$ cat config.mk
export PLATFORM = sky130hd
export DESIGN_NAME = fetch_unit
export DESIGN_NICKNAME = d
export VERILOG_FILES = /design/src/rtl/fetch_pkg.sv /design/src/rtl/fetch_unit_if_id_reg.sv /design/src/rtl/fetch_unit.sv
export SDC_FILE = /design/constraint.sdc
export NUM_CORES = 1
export LEC_CHECK = 0
export ABC_AREA = 1
export CORE_AREA = 2 2 124 126
export CTS_CLUSTER_DIAMETER = 30
export DETAILED_ROUTE_END_ITERATION = 16
export DIE_AREA = 0 0 126 128
export PLACE_DENSITY = 0.86
export SLEW_MARGIN = 0
export SYNTH_ARGS = -nofsm -noshare
export SYNTH_HDL_FRONTEND = slang
export SYNTH_HIERARCHICAL = 1
export SYNTH_SLANG_ARGS = --single-unit
$ cat constraint.sdc
create_clock -name clk -period 1.57 [get_ports clk]
set_input_delay 0.157 -clock clk [delete_from_list [all_inputs] [get_ports clk]]
set_output_delay 0.157 -clock clk [all_outputs]
set_load 0.03 [all_outputs]
$ cat src/rtl/fetch_pkg.sv
// Shared fetch-stage types and constants: state enum, bubble encoding, widths seen by decode.
package fetch_pkg;

    localparam int unsigned FETCH_PC_WIDTH   = 32;
    localparam int unsigned FETCH_INST_WIDTH = 32;
    localparam logic [FETCH_INST_WIDTH-1:0] FETCH_NOP_INST = 32'h0000_0013;

    typedef enum logic {
        RUN   = 1'b0,
        FAULT = 1'b1
    } fetch_state_e;

endpackage

$ cat src/rtl/fetch_unit_if_id_reg.sv
// IF/ID pipeline slot: load captures a fetched word, flush squashes, drain retires a consumed slot.
module if_id_reg #(
    parameter int unsigned PC_W   = 32,
    parameter int unsigned INST_W = 32,
    parameter logic [INST_W-1:0] NOP = '0
) (
    input  logic              clk,
    input  logic              rst,
    input  logic              load,
    input  logic              flush,
    input  logic              drain,
    input  logic [PC_W-1:0]   load_pc,
    input  logic [INST_W-1:0] load_inst,
    input  logic              load_fault,
    output logic              valid,
    output logic [PC_W-1:0]   pc,
    output logic [PC_W-1:0]   pc_plus4,
    output logic [INST_W-1:0] inst,
    output logic              fault
);

    logic              valid_q, valid_d;
    logic [PC_W-1:0]   pc_q, pc_d;
    logic [PC_W-1:0]   pc_plus4_q, pc_plus4_d;
    logic [INST_W-1:0] inst_q, inst_d;
    logic              fault_q, fault_d;

    always_comb begin
        valid_d    = valid_q;
        pc_d       = pc_q;
        pc_plus4_d = pc_plus4_q;
        inst_d     = inst_q;
        fault_d    = fault_q;
        if (flush) begin
            valid_d = 1'b0;
            inst_d  = NOP;
            fault_d = 1'b0;
        end else if (load) begin
            valid_d    = 1'b1;
            pc_d       = load_pc;
            pc_plus4_d = load_pc + PC_W'(4);
            inst_d     = load_inst;
            fault_d    = load_fault;
        end else if (drain) begin
            // fault flag stays up until the redirect that leaves FAULT
            valid_d = 1'b0;
            inst_d  = NOP;
        end
    end

    always_ff @(posedge clk) begin
        if (rst) begin
            valid_q    <= 1'b0;
            pc_q       <= '0;
            pc_plus4_q <= '0;
            inst_q     <= NOP;
            fault_q    <= 1'b0;
        end else begin
            valid_q    <= valid_d;
            pc_q       <= pc_d;
            pc_plus4_q <= pc_plus4_d;
            inst_q     <= inst_d;
            fault_q    <= fault_d;
        end
    end

    assign valid    = valid_q;
    assign pc       = pc_q;
    assign pc_plus4 = pc_plus4_q;
    assign inst     = inst_q;
    assign fault    = fault_q;

endmodule

$ cat src/rtl/fetch_unit.sv
// Instruction fetch: PC register, next-PC mux and RUN/FAULT control feeding the IF/ID slot.
// Define FETCH_MISALIGN_TRAP_EN to trap misaligned PCs; otherwise redirect targets are word-aligned.
module fetch_unit
    import fetch_pkg::*;
#(
    parameter int unsigned PC_WIDTH_LENGTH   = FETCH_PC_WIDTH,
    parameter int unsigned INST_WIDTH_LENGTH = FETCH_INST_WIDTH,
    parameter logic [PC_WIDTH_LENGTH-1:0]   RESET_PC = '0,
    parameter logic [INST_WIDTH_LENGTH-1:0] NOP_INST = FETCH_NOP_INST
) (
    input  logic                         clk,
    input  logic                         rst,
    output logic [PC_WIDTH_LENGTH-1:0]   imem_addr,
    input  logic [INST_WIDTH_LENGTH-1:0] imem_inst,
    input  logic                         redirect_valid,
    input  logic [PC_WIDTH_LENGTH-1:0]   redirect_pc,
    input  logic                         id_ready,
    output logic                         id_valid,
    output logic [PC_WIDTH_LENGTH-1:0]   id_pc,
    output logic [PC_WIDTH_LENGTH-1:0]   id_pc_plus4,
    output logic [INST_WIDTH_LENGTH-1:0] id_inst,
    output logic                         id_fault
);

    localparam logic [PC_WIDTH_LENGTH-1:0] WORD_MASK = ~PC_WIDTH_LENGTH'(3);

    fetch_state_e state_q, state_d;
    logic [PC_WIDTH_LENGTH-1:0]   pc_q, pc_d;
    logic [PC_WIDTH_LENGTH-1:0]   redirect_target;
    logic [INST_WIDTH_LENGTH-1:0] slot_inst;
    logic slot_load, slot_flush, slot_drain, slot_fault, slot_free;

`ifdef FETCH_MISALIGN_TRAP_EN
    assign redirect_target = redirect_pc;
`else
    assign redirect_target = redirect_pc & WORD_MASK;
`endif

    assign slot_free = !id_valid || id_ready;

    always_comb begin
        state_d    = state_q;
        pc_d       = pc_q;
        slot_load  = 1'b0;
        slot_flush = 1'b0;
        slot_drain = 1'b0;
        slot_inst  = imem_inst;
        slot_fault = 1'b0;
        case (state_q)
            RUN: begin
                if (redirect_valid) begin
                    pc_d       = redirect_target;
                    slot_flush = 1'b1;
                end else if (slot_free) begin
                    slot_load = 1'b1;
`ifdef FETCH_MISALIGN_TRAP_EN
                    if (pc_q[1:0] != 2'b00) begin
                        slot_inst  = NOP_INST;
                        slot_fault = 1'b1;
                        state_d    = FAULT;
                    end else begin
                        pc_d = pc_q + PC_WIDTH_LENGTH'(4);
                    end
`else
                    pc_d = pc_q + PC_WIDTH_LENGTH'(4);
`endif
                end
            end
`ifdef FETCH_MISALIGN_TRAP_EN
            FAULT: begin
                if (redirect_valid) begin
                    pc_d       = redirect_target;
                    slot_flush = 1'b1;
                    state_d    = RUN;
                end else if (id_ready) begin
                    slot_drain = 1'b1;
                end
            end
`endif
            default: state_d = RUN;
        endcase
    end

    always_ff @(posedge clk) begin
        if (rst) begin
            state_q <= RUN;
`ifdef FETCH_MISALIGN_TRAP_EN
            pc_q    <= RESET_PC;
`else
            pc_q    <= RESET_PC & WORD_MASK;
`endif
        end else begin
            state_q <= state_d;
            pc_q    <= pc_d;
        end
    end

    assign imem_addr = pc_q;

    if_id_reg #(
        .PC_W   (PC_WIDTH_LENGTH),
        .INST_W (INST_WIDTH_LENGTH),
        .NOP    (NOP_INST)
    ) u_if_id_reg (
        .clk        (clk),
        .rst        (rst),
        .load       (slot_load),
        .flush      (slot_flush),
        .drain      (slot_drain),
        .load_pc    (pc_q),
        .load_inst  (slot_inst),
        .load_fault (slot_fault),
        .valid      (id_valid),
        .pc         (id_pc),
        .pc_plus4   (id_pc_plus4),
        .inst       (id_inst),
        .fault      (id_fault)
    );

endmodule

Word-level counts from Yosys, hierarchy flattened:

Cells that the tools add are included.

* register bits after elaboration: 129
* word-level logic and storage cells: 17
* bits of input ports: 68

* muxes and demuxes: 5
* bitwise operators: 1
* reductions and logical operators: 5
* add/sub/neg operators: 1

Operators with widths (number)
* 32-bit 2-to-1 mux: 2
* 32-bit by 3-bit adder with 32-bit output (second input constant): 1
* 1-bit 2-to-1 mux: 3
* 2-bit AND reduction: 1
* 2-bit nonzero test: 1
* 2-bit OR reduction: 1
* 1-bit logical NOT: 1
* 1-bit logical OR: 1
* 1-bit NOT: 1

Depth between registers and ports, before layout:

* depth in word-level cells: 5
* depth in mapped cells: 13
* mapped depth without buffers: 10

Cells and area by module:

The synthesis kept the hierarchy.

By module, submodules not included
* if_id_reg: cells each 640, area an instance 4224.1 um^2, times used 1
* fetch_unit: cells each 317, area an instance 2069.5 um^2, times used 1

Worst setup path before layout:

No wires, ideal clock.

* path type: register -> register
* start point: register u_if_id_reg.valid_q (netlist: u_if_id_reg/valid)
* end point: register u_if_id_reg.pc_plus4_q[5] (netlist: u_if_id_reg/pc_plus4[5])
* slack: -237 ps
* path buffers: 3
* library setup time: 113 ps
* arrival: 1694 ps
* cell stages (with the launch flop): 12
* clock period less this slack: 1807 ps
* cells stage by stage: dfxtp_1 -> a21oi_1 -> buf_2 -> inv_2 -> nor2_4 -> inv_2 -> buf_2 -> buf_2 -> nand2_1 -> nand2_1 -> o21ai_1 -> inv_1

* word-level cells in the longest chain between the ends: 5

Ends and longest elaborated chain
* from (decl): line fetch_unit_if_id_reg.sv:22 `logic valid_q, valid_d;`
* from (signal assigned): line fetch_unit_if_id_reg.sv:59 `valid_q <= valid_d;`
* 1-bit logical NOT: line fetch_unit.sv:39 `assign slot_free = !id_valid || id_ready;`
* 1-bit logical OR: line fetch_unit.sv:39
* 1-bit 2-to-1 mux: line fetch_unit.sv:54 `end else if (slot_free) begin`
* 1-bit 2-to-1 mux: line fetch_unit.sv:51 `if (redirect_valid) begin`
* named net slot_load: line fetch_unit.sv:31 `logic slot_load, slot_flush, slot_drain, slot_fault, slot_free;`
* 2-bit AND reduction (no line)
* to (signal assigned): line fetch_unit_if_id_reg.sv:61 `pc_plus4_q <= pc_plus4_d;`
* to (decl): line fetch_unit_if_id_reg.sv:24 `logic [PC_W-1:0] pc_plus4_q, pc_plus4_d;`

The timed path passes the listed nets, and every way through them passes these cells.
A chain may end at the register's enable or synchronous reset.

Final worst setup path:

* start point: register pc_q[3] (netlist: imem_addr[3])
* end point: register u_if_id_reg.pc_plus4_q[18] (netlist: u_if_id_reg/pc_plus4[18])

* word-level cells in the longest chain between the ends: 1

Ends and longest elaborated chain
* from (decl): line fetch_unit.sv:28 `logic [PC_WIDTH_LENGTH-1:0] pc_q, pc_d;`
* from (signal assigned): line fetch_unit.sv:90 `pc_q <= RESET_PC & WORD_MASK;`
* from (signal assigned): line fetch_unit.sv:94 `pc_q <= pc_d;`
* 32-bit by 3-bit adder with 32-bit output: line fetch_unit_if_id_reg.sv:41 `pc_plus4_d = load_pc + PC_W'(4);`

Every way passes these cells.

==> run summary <==
Status = finished, final reports clean
CTS max path bufs = 2
Io pins = 198
Worst Skew = 0.00853 ns
Switching share of power = 27.1%
Cell leakage power = 4.65 nW
EDFF count, synth = 0
Avg Inst Size Synth = 6.58 um^2
Final worst slack = 0.0163 ns
First-pass GRT wire length = 33.6 mm
Final #Nets = 1305
Post-route minimum period = 1.55 ns
Final Hold Viols = 0
CTS root buf = clkbuf_16
Commonest non-fill, non-tap cells in the layout = nand2_1, nor2_1, dlygate4sd2_1
Crit path from = imem_addr[3]
Pwr Total = 9.41 mW
Ranking of synthesized cells by area = dfxtp_1, nand2_1, nor2_1, nand3_1, inv_1
Overall Global Routing Usage = 25.7%
Clock power share = 46.7%
Pwr dens = 943 nW/um^2
CP Max Fanout = 6
Switching power = 2.55 mW
Worst R2R Path Depth = 11
Initial Utilization = 42.3%
Max-cap violations = 0
Clk sinks = 126
Worst setup SP type = flip-flop
DR iter-0 viols = 865
H-tree lvl count = 4
Antenna cell count = 0
Yosys top cell by area = dfxtp_1
Count of pins over their slew limit = 0
Cell internal pwr = 6.86 mW
Arrival time at the worst endpoint = 1.93 ns
Primary FF master, synth = dfxtp_1
Worst r2r src = imem_addr[3]
Drt total wl = 21.7 mm
Syn Std Cell Area = 6290 um^2
Register bit total from synthesis = 126
Layout cells sized above 1 = 19.2%
Hold Path Cell Cnt = 3
Pin count of the biggest net entering global routing = 51
Design area = 9980 um^2
Achievable Freq = 644 MHz
Area growth, synth to finish = 58.6%
CP endpoint kind = flip-flop
Clock Pin Slew Worst Setup and Hold Paths = 0.06 ns
Via-to-Cell Ratio = 5.26
Register area share after synthesis = 40.1%
Hold WS = 0.293 ns
Final setup fails = 0
Core area = 14900 um^2
Die area = 16100 um^2
Via count = 7559
Worst Setup Path Type = reg2reg
Worst vdd rail ir drop = 0.708 mV
Post-synth top area share = 40.1%
Port buffer count = 193
Final period utilization = 99.0%
Unrepaired setup endpoints after global routing = true
Initial antenna violation count = 0
Sequential power share = 37.1%
Die X = 126 um
Commonest non-fill, non-tap cell in the layout = nand2_1
Comb power frac = 16.2%
Vias in the first global route = 7027
Drt wl/cell = 15.1 um
Cells after synthesis = 957
Placed cell area = 9130 um^2
Drt first pass iters = 6
Req. time, crit path = 1.94 ns
Clock Latency Late Sink = 0.42 ns
Place WS = -0.334 ns
Die H = 128 um
Util after Layout = 67.2%
Worst Hold Launch = imem_inst[14]
GR Overflow Total = 0
Rows = 45
Min-delay worst type = in2reg
Routed Antenna Nets = 0
Final GP Congestion = 0.889
HPWL Detailed = 14.9 mm
Hold Buf Count CTS = 0
TritonCTS clock tree = yes
DRC Markers = 0
Ys async rst share = 0%
YS warnings = 6
Count of cell types in the netlist = 31
Total CTS buffers = 17
[registers in the layout (all words and copies together) (netlist names)]
register	count
u_if_id_reg/fault	1
u_if_id_reg/inst	32
u_if_id_reg/pc_plus4	30
u_if_id_reg/pc	32
u_if_id_reg/valid	1
imem_addr	30
[Yosys cell counts, types with 6 or more instances]
| library cell | count |
|---|---|
| xor2_1 | 12 |
| nor2_1 | 140 |
| o21ai_0 | 29 |
| o21ai_1 | 6 |
| dfxtp_1 | 126 |
| inv_1 | 82 |
| a211oi_1 | 10 |
| nor2_4 | 12 |
| clkbuf_1 | 29 |
| nand2_1 | 300 |
| a22oi_1 | 22 |
| buf_2 | 12 |
| nor2_2 | 6 |
| a21oi_1 | 56 |
| nand3_1 | 63 |
| a31oi_1 | 9 |
[worst max-delay path: stages (launching register included)]
cell and delay [ns]:
dfxtp_4 0.37, buf_12 0.10, ha_4 0.14, nand2_2 0.06, nor2_4 0.16, nand2_4 0.11, nor2_4 0.18, buf_4 0.14
nand2_1 0.05, nand3_1 0.08, nand2_1 0.05, inv_1 0.05
[path summary, 6_finish.rpt]
path	to	slack (ns)
setup / recovery	u_if_id_reg/pc_plus4[18]	0.02
hold reg to reg	u_if_id_reg/inst[10]	0.46
setup reg to reg	u_if_id_reg/pc_plus4[18]	0.02
hold / removal	u_if_id_reg/inst[14]	0.29
[area by class of cell]
type,count,area (um^2)
Clock inverter,13,210
Inverter,85,322
Clock buffer,19,443
Timing Repair Buffer,300,2740
Multi-Input combinational cell,705,3470
Sequential cell,126,2560
Fill cell,1225,4880
Tap cell,188,235
[power by group through the flow]
stage / clock [mW] / combinational (mW) / sequential (mW)
detailed placement: 0 / 1.53 / 3.55
floorplan: 0 / 0.452 / 3.83
global route: 4.57 / 1.63 / 3.51
CTS: 4.43 / 1.45 / 3.49
finish: 4.40 / 1.53 / 3.49
global placement: 0 / 1.50 / 3.55
[metal layers]
| metal | up-vias | global-route usage (%) | share of wire (%) |
|---|---|---|---|
| met1 | 3507 | 30.2 | 40 |
| met4 | 0 | 11.2 | 2.5 |
| met2 | 400 | 43.1 | 48 |
| met3 | 54 | 8.22 | 9.6 |
| li1 | 3598 | - | - |
| met5 | - | 0 | 0 |
[logic make-up after synthesis]
group,share of synthesized area (%)
other,0.0596
DFF,40.1
and+or+nand+nor,36.3
adders and majority gates,0.398
AOI/OAI and AO/OA,12.5
buffers and inverters,8.29
xor gates and xnor gates,2.37
[per-stage QoR]
step	setup TNS [ns]	instances
2_1_floorplan	-0.000849	962
3_3_place_gp	-18.46	1392
3_5_place_dp	-23.56	1392
4_1_cts	0	1427
5_1_grt	-0.457	1436
6_report	0	1436
[what timing repair did]
item / CTS / global route
buffers inserted: 3 / 9
resized for setup: 155 / 67
endpoints found under the setup margin: 147 / 72
pin swaps: 7 / 22
gates cloned: 0 / 1
Power figures use the tool's default switching activity.
